**src/rtl/riscv_delay_sequencer.sv**
```systemverilog
// Request FIFO feeding an external down counter: each queued delay is loaded once,
// the block then waits for the counter's zero flag and pulses done.
module riscv_delay_sequencer #(
    parameter int DW    = 6,
    parameter int DEPTH = 4
) (
    input  logic                     clk,
    input  logic                     rst_n,
    input  logic                     req_valid,
    input  logic [DW-1:0]            req_data,
    output logic                     req_ready,
    input  logic                     abort,
    output logic                     ld_en,
    output logic [DW-1:0]            ld_val,
    input  logic                     cnt_oflag,
    output logic                     done,
    output logic                     busy,
    output logic [$clog2(DEPTH):0]   level
);

    localparam int AW = $clog2(DEPTH);

    typedef enum logic [1:0] {IDLE, LOAD, WAIT, DONE} state_t;

    state_t            state;
    logic [DW-1:0]     mem [DEPTH];
    logic [AW-1:0]     wr_ptr, rd_ptr;
    logic [AW:0]       count;
    logic [DW-1:0]     head;
    logic              full, empty, push, pop;

    assign head      = mem[rd_ptr];
    assign full      = (count == (AW+1)'(DEPTH));
    assign empty     = (count == '0);
    assign req_ready = !full && !abort;
    assign push      = req_valid && req_ready;
    // The head is only consumed while in LOAD, so it is stable on entry to LOAD.
    assign pop       = (state == LOAD);
    assign level     = count;
    assign busy      = (state != IDLE);

    always_ff @(posedge clk) begin
        if (push)
            mem[wr_ptr] <= req_data;
    end

    always_ff @(posedge clk or negedge rst_n) begin
        if (!rst_n) begin
            state  <= IDLE;
            wr_ptr <= '0;
            rd_ptr <= '0;
            count  <= '0;
            ld_en  <= 1'b0;
            ld_val <= '0;
            done   <= 1'b0;
        end else if (abort) begin
            state  <= IDLE;
            wr_ptr <= '0;
            rd_ptr <= '0;
            count  <= '0;
            ld_en  <= 1'b0;
            ld_val <= '0;
            done   <= 1'b0;
        end else begin
            if (push)
                wr_ptr <= wr_ptr + 1'b1;
            if (pop)
                rd_ptr <= rd_ptr + 1'b1;
            if (push && !pop)
                count <= count + 1'b1;
            else if (pop && !push)
                count <= count - 1'b1;

            ld_en  <= 1'b0;
            ld_val <= '0;
            done   <= 1'b0;

            case (state)
                IDLE: begin
                    if (!empty) begin
                        state  <= LOAD;
                        ld_en  <= (head != '0);
                        ld_val <= head;
                    end
                end
                LOAD: begin
                    // A zero delay skips the counter entirely.
                    if (head != '0) begin
                        state <= WAIT;
                    end else begin
                        state <= DONE;
                        done  <= 1'b1;
                    end
                end
                WAIT: begin
                    if (cnt_oflag) begin
                        state <= DONE;
                        done  <= 1'b1;
                    end
                end
                DONE: begin
                    if (!empty) begin
                        state  <= LOAD;
                        ld_en  <= (head != '0);
                        ld_val <= head;
                    end else begin
                        state <= IDLE;
                    end
                end
                default: state <= IDLE;
            endcase
        end
    end

endmodule
```
**config.mk**
```make
export PLATFORM = sky130hd
export DESIGN_NAME = riscv_delay_sequencer
export DESIGN_NICKNAME = d
export VERILOG_FILES = /design/src/rtl/riscv_delay_sequencer.sv
export SDC_FILE = /design/constraint.sdc
export NUM_CORES = 1
export LEC_CHECK = 0
export CAP_MARGIN = 20
export CORE_UTILIZATION = 45
export CTS_BUF_LIST = sky130_fd_sc_hd__clkbuf_16
export DETAILED_ROUTE_END_ITERATION = 8
export DONT_BUFFER_PORTS = 1
export PLACE_DENSITY = 0.71
export SLEW_MARGIN = 20
export SYNTH_ARGS = -nofsm -noshare
export SYNTH_HDL_FRONTEND = slang
export SYNTH_SLANG_ARGS = --single-unit
```
**constraint.sdc**
```tcl
create_clock -name clk -period 1.8 [get_ports clk]
set_clock_uncertainty 0.05 [all_clocks]
set_input_delay 0.18 -clock clk [delete_from_list [all_inputs] [get_ports clk]]
set_output_delay 0.18 -clock clk [all_outputs]
set_load 0.02 [all_outputs]
```
==> results of run 1 <==
## cells by family (layout without fill, tap and decap cells)
group | count (synthesis) | after routing | synth area share
AOI/OAI and AO/OA | 9 | 9 | 0.03439
xor gates and xnor gates | 3 | 3 | 0.01445
adders and majority gates | 9 | 9 | 0.06603
buffers and inverters | 14 | 33 | 0.03439
DFF | 41 | 41 | 0.6300
muxes | 10 | 10 | 0.1039
and+or+nand+nor | 38 | 38 | 0.1169
## power by group through the flow
stage / clock network (mW) / logic [mW] / registers [mW]
finish: 0.853 / 0.918 / 1.33
global route: 0.911 / 1.01 / 1.36
CTS: 0.871 / 0.896 / 1.33
detailed placement: 0 / 0.850 / 1.34
global placement: 0 / 0.814 / 1.33
floorplan: 0 / 0.669 / 1.34
## cell type report
type / instances / share of cell area
multi-input combinational: 69 / 0.3013
sequential: 41 / 0.5254
clock buffer: 5 / 0.05718
timing repair buffer: 16 / 0.06518
clock inverter: 3 / 0.008005
inverter: 9 / 0.01544
tap: 48 / 0.02744
## worst reg2reg max path, stage by stage, from the launching register on
cell and delay [ns]:
dfrtp_2 0.44, mux4_2 0.56, nor4_4 0.33, nand3_2 0.13, a211oi_2 0.18
## flip-flops by register name (all words and copies together) (netlist names)
register and cells:
ld_en 1, done 1, level 3, rd_ptr 2
state 2, wr_ptr 2, mem 24, ld_val 6
## through the flow
step	TNS [ns]	area [um^2]	util	total power [mW]	instances
floorplan	-0.2941	1844	-	2.008	124
global placement	-0.001211	1926	0.5106	2.143	174
detailed placement	-0.1163	1926	0.5106	2.191	174
CTS	0	2155	0.5713	3.094	190
global route	-0.09167	2188	0.5803	3.274	191
finish	0	2188	0.5803	3.101	191
## per-layer routing
layer,vias up,share of wire,track usage
li1,475,-,-
met1,525,0.42,0.1854
met2,22,0.52,0.2668
met3,5,0.038,0.05208
met4,0,0.021,0.1060
met5,-,0,0
## layout by cell type (no fill, tap or decap), types with 3 or more instances in the layout
cell           count
a21oi_1            3
and2_1             4
buf_4              7
clkbuf_16          5
dfrtp_1           14
dfrtp_2            3
dlygate4sd3_1      9
edfxtp_1          24
ha_1               7
inv_1              9
mux4_1             3
mux4_2             3
nand2_1            4
nor2_1             9
nor2b_1            7
nor3_1             5
## worst min path at each step
stage,startpoint,to,slack [ns],cells past startpoint
3_5_place_dp,rst_n,ld_val[2]$_DFF_PN0_,-0.17,0
3_3_place_gp,rst_n,ld_val[4]$_DFF_PN0_,-0.17,0
6_report,cnt_oflag,done$_DFF_PN0_,0.009,2
4_1_cts,abort,state[0]$_DFFE_PN0P_,-0.11,1
5_1_grt,cnt_oflag,done$_DFF_PN0_,0.02,2
2_1_floorplan,rst_n,done$_DFF_PN0_,-0.17,0
## repair_timing
item,CTS,global route
hold buffers,8,1
hold endpoints to repair,47,5
pin swaps,0,5
resized for setup,3,4
setup endpoints to repair,3,5
==> metrics.md, run 1 <==
| Metric | Value |
|---|---|
| P_sw | `1.005 mW` |
| Pre-antenna DRT Iters | `4` |
| Cell Area, Synth | `approximately 0.0018 mm^2` |
| Worst setup EP type | `register` |
| Gpl congestion | `0.7382` |
| Final Critical Period | `1.780 ns` |
| Syn Nets | `about 140` |
| Most instantiated cells after synthesis | `24 x edfxtp_1, 17 x dfrtp_1, 11 x nor2_1` |
| GRT Total Usage | `0.1643` |
| Final setup vio count | `0` |
| Share of post-route cells with drive strength above 1 | `0.2448` |
| Setup CP Type | `register to register` |
| Post-synthesis async set-or-reset flop share | `0.4146` |
| Initial DRC count | `57` |
| Hold Vio Cnt, Final | `0` |
| Root Buffer | `clkbuf_16` |
| Tcrit/Tclk final | `0.9890` |
| Status | `finished clean` |
| Synth top area share | `0.3961` |
| Gr ovfl total | `0` |
| Largest cells by area after synthesis | `edfxtp_1 40%, dfrtp_1 23%, ha_1 5.5%` |
| Sequential area share after synthesis | `0.6300` |
| CP Cell Sequence | `mux4_2, nor4_4, nand3_2, a211oi_2` |
| CTS tree | `yes` |
| Top FF cell, synth | `edfxtp_1` |
| Yosys reg bits | `41` |
| Peak VDD IR | `0.0007888 V` |
| Num CTS Buffers | `5` |
| Unrepaired setup endpoints after global routing | `yes` |
| Final hold slack | `between 0.009 and 0.01 ns` |
| Cell with the most instances after synthesis | `edfxtp_1` |
| Int Power | `2.096 mW` |
| Bufs on Longest Clock Path | `2` |
| Reg2reg end | `state[0]$_DFFE_PN0P_` |
| Sequential share of power | `0.429` |
| DIE HEIGHT | `65.58 um` |
| CTS H-tree depth | `2` |
| Post-CTS Setup Bufs | `0` |
| Sequential cell area | `around 0.0011 mm^2` |
| Antenna-violating nets left | `0` |
| Vias | `1027` |
| Initial antenna violation count | `0` |
| Synthesis-to-layout area growth | `20.29%` |
| Pleak | `0.8587 nW` |
| Worst R2R Path Depth | `4` |
| Clock sinks | `slightly above 40` |
| CP max FO | `5` |
| Reg-to-reg critical path startpoint | `rd_ptr[0]$_DFFE_PN0P_` |
| Total routed wirelength | `between 3 and 4 mm` |
| Crit-path slowest cell | `mux4_2` |
| Dpl hpwl | `2.161 mm` |
| CORE AREA | `0.003771 mm^2` |
| Startpoint types | `register` |
| Row count | `22` |
| Worst skew pair latency | `roughly 0.28 ns` |
| Maximum clock rate | `561.7 MHz` |
| Final setup margin | `0.01979 ns` |
| Yosys top cell by area | `edfxtp_1` |
| Slew of the pin with the lowest slew margin | `around 0.8 ns` |
| Worst Hold Class | `input pin to register` |
| Die area | `around 0.0043 mm^2` |
| Slew Limit Fails | `0` |
| R2r setup slk | `0.02 ns` |
| Max Cap Violations | `0` |
| First-pass GRT wire length | `5.009 mm` |
| # fillers | `283` |
| Distinct cells, synth | `30` |
| Clk pwr share | `0.275` |
| Place WS | `-0.06016 ns` |
| Antenna Diode Count | `0` |
| Top Family by Delay on Critical Path | `multiplexers` |
| Worst Path Required | `between 1.5 and 2 ns` |
| # IOs | `24` |
| Combinational share of power | `0.296` |
| Nets | `~160` |
| Critical Path AT | `between 1.5 and 2 ns` |
| WP buf/inv | `0` |
| CP startpoint | `rd_ptr[0]$_DFFE_PN0P_` |
| Area of the multi-input gates | `659.4 um^2` |
| CP Depth | `4` |
| Clock-pin slew on the worst setup and hold paths | `roughly 0.060 ns` |
| CP Capture Point | `state[0]$_DFFE_PN0P_` |
| Vias in the first global route | `between 1000 and 1500` |
| Number of flops mapped to enable cells by yosys | `24` |
| Vias/cell | `5.377` |
| Mapped Cells | `about 120` |
| Slew headroom | `0.4641` |
| Largest net degree at the start of global routing | `18` |
| Net Sw Frac | `0.3240` |
| Pwr Density | `between 1000 and 1500 mW/mm^2` |
| WL/cell | `16.12 um` |
| Initial Util | `0.4824` |
| Die W | `65.58 um` |
| Mean Syn Cell Area | `14.67 um^2` |
| Port bufs | `0` |
| DR DRC count | `0` |
| Synth Warn # | `0` |
| Max incr delay on CP | `roughly 0.56 ns` |
Note: power is estimated with default switching activity, not from simulation.
==> run 2, diff against run 1 <==
--- a/config.mk
+++ b/config.mk
@@ -6,11 +6,11 @@
 export NUM_CORES = 1
 export LEC_CHECK = 0
 export CAP_MARGIN = 20
+export CORE_MARGIN = 10
 export CORE_UTILIZATION = 45
 export CTS_BUF_LIST = sky130_fd_sc_hd__clkbuf_16
 export DETAILED_ROUTE_END_ITERATION = 8
 export DONT_BUFFER_PORTS = 1
-export PLACE_DENSITY = 0.71
 export SLEW_MARGIN = 20
 export SYNTH_ARGS = -nofsm -noshare
 export SYNTH_HDL_FRONTEND = slang
==> metrics.md, run 2 (synthesis gave the netlist of run 1 again) <==
| Metric | Value |
|---|---|
| Final Power | `3.132 mW (+1.0%)` |
| CP max FO | `4 (-1)` |
| Total routed wirelength | `3.219 mm (+4.5%)` |
| Pleak | `0.8801 nW (+2.5%)` |
| Unrepaired setup endpoints after global routing | `yes` |
| Gr ovfl total | `0 (unchanged)` |
| Commonest cells after routing, fill and taps aside | `24 x edfxtp_1, 15 x dfrtp_1, 11 x dlygate4sd3_1` |
| Port bufs | `0 (unchanged)` |
| First-pass GRT wire length | `5.292 mm (+5.6%)` |
| Initial DRC count | `32 (-44%)` |
| # fillers | `308 (+8.8%)` |
| Placed cells | `178 (+2.3%)` |
| Final setup vio count | `1 (+1)` |
| Peak VDD IR | `0.0005886 V (-25%)` |
| Bufs on Longest Clock Path | `2 (unchanged)` |
| Placed inst area | `0.001956 mm^2 (+1.6%)` |
| Synthesis-to-layout area growth | `21.87%` |
| Num CTS Buffers | `5 (unchanged)` |
| Slew headroom | `0.4276 (-0.03646)` |
| Antenna-violating nets left | `0 (unchanged)` |
| Pre-antenna DRT Iters | `4 (unchanged)` |
| Setup CP Type | `register to register` |
| CTS H-tree depth | `2 (unchanged)` |
| Worst Path Required | `1.94 ns (about the same)` |
| Tcrit/Tclk final | `1.022 (+0.03311)` |
| Clock sinks | `41 (unchanged)` |
| Die W | `83.58 um (+27%)` |
| CTS tree | `yes` |
| Max Cap Violations | `0 (unchanged)` |
| Final setup margin | `-0.03980 ns (-0.05959 ns)` |
| GRT Total Usage | `0.09457 (-0.06972)` |
| Initial Util | `0.4614 (-0.02097)` |
| Root Buffer | `clkbuf_16` |
| Final Critical Period | `1.840 ns (+0.05959 ns)` |
| Area of the multi-input gates | `638.1 um^2 (-3.2%)` |
| Critical Path AT | `1.98 ns (+0.05 ns)` |
| Clock-pin slew on the worst setup and hold paths | `0.06 ns (about the same)` |
| Row count | `23 (+4.5%)` |
| Non-filler cells, final | `197 (+3.1%)` |
| Largest net degree at the start of global routing | `18 (unchanged)` |
| Hold Vio Cnt, Final | `0 (unchanged)` |
| Share of post-route cells with drive strength above 1 | `0.2109 (-0.03387)` |
| Startpoint types | `register` |
| Sequential cell area | `0.001149 mm^2 (-0.11%)` |
| Pwr Density | `1413 mW/mm^2 (-0.31%)` |
| Gpl congestion | `0.7961 (+7.8%)` |
| Vias | `1005 (-2.1%)` |
| Slew Limit Fails | `0 (unchanged)` |
| Status | `complete, but fails checks` |
| Antenna Diode Count | `0 (unchanged)` |
| Worst setup EP type | `register` |
| Worst skew pair latency | `0.28 ns (about the same)` |
| Slew of the pin with the lowest slew margin | `0.8557 ns (+0.05451 ns)` |
| Cell area after layout | `0.002217 mm^2 (+1.3%)` |
| Reg with most FFs | `mem` |
| Vias/cell | `5.102 (-5.1%)` |
| Dpl hpwl | `2.375 mm (+9.9%)` |
| Die area | `0.006986 mm^2 (+62%)` |
| Max reg flops | `24 (unchanged)` |
| Failing checks | `setup timing` |
| Nets | `166 (+2.5%)` |
| DR DRC count | `0 (unchanged)` |
| Initial antenna violation count | `0 (unchanged)` |
| Vias in the first global route | `1058 (-3.6%)` |
| Post-CTS Setup Bufs | `0 (unchanged)` |
| # IOs | `24 (unchanged)` |
| Maximum clock rate | `543.5 MHz (-3.2%)` |
| Commonest non-fill, non-tap cell in the layout | `edfxtp_1` |
| DIE HEIGHT | `83.58 um (+27%)` |
| CORE AREA | `0.003943 mm^2 (+4.5%)` |
| Worst Hold Class | `input pin to register` |
| WL/cell | `16.34 um (+1.4%)` |
-- run 2: final timing paths --
check,start,end,slack (ns),cells past startpoint
min,abort,wr_ptr[0]$_DFFE_PN0P_,0.06,2
min in group asynchronous,rst_n,wr_ptr[1]$_DFFE_PN0P_,0.41,1
max in group asynchronous,rst_n,level[1]$_DFFE_PN0P_,0.71,1
max,rd_ptr[0]$_DFFE_PN0P_,state[0]$_DFFE_PN0P_,-0.04,5
min reg2reg,state[1]$_DFFE_PN0P_,state[1]$_DFFE_PN0P_,0.59,3
max reg2reg,rd_ptr[0]$_DFFE_PN0P_,state[0]$_DFFE_PN0P_,-0.04,5
-- run 2: repair_timing --
action | CTS | global route
gates resized for setup | 1 | 2
endpoints found under the setup margin | 2 | 4
hold endpoints to repair | 48 | 0
pin swaps | 0 | 2
hold buffers | 11 | 0
-- run 2: through the flow --
step            TNS, ns    util  hold WS (ns)  worst slack, ns
2_1_floorplan   -0.2941       -       -0.1656          -0.1515
3_3_place_gp          0  0.4960       -0.1650          0.01357
6_report       -0.03980  0.5624       0.06150         -0.03980
3_5_place_dp   -0.04549  0.4960       -0.1649         -0.04549
5_1_grt         -0.2405  0.5624       0.06577          -0.1268
4_1_cts        -0.05915  0.5608       0.05666         -0.05915
-- run 2: power breakdown --
group | internal [mW] | leakage [nW] | switching [mW]
clock | 0.503 | 0.0687 | 0.329
sequential | 1.15 | 0.444 | 0.157
combinational | 0.487 | 0.367 | 0.503
-- run 2: area by class of cell --
type | instances | share of cell area
Clock buffer | 5 | 0.05643
Timing Repair Buffer | 20 | 0.08747
Multi-Input combinational cell | 69 | 0.2878
Sequential cell | 41 | 0.5181
Clock inverter | 3 | 0.006772
Tap cell | 50 | 0.02822
Inverter | 9 | 0.01524
-- run 2: worst max-delay path, stage by stage (launching register included) --
cell and delay, ns:
dfrtp_1 0.38, buf_12 0.12, mux4_2 0.54, nor4_4 0.33
nand3_2 0.13, a211oi_2 0.20
-- run 2: layer usage --
metal  vias to the layer above  track usage  share of wire
met2                        24       0.1512           0.50
met5                         -            0              0
met3                         6      0.03711          0.058
met4                         0      0.03653          0.014
li1                        482            -              -
met1                       493       0.1109           0.43
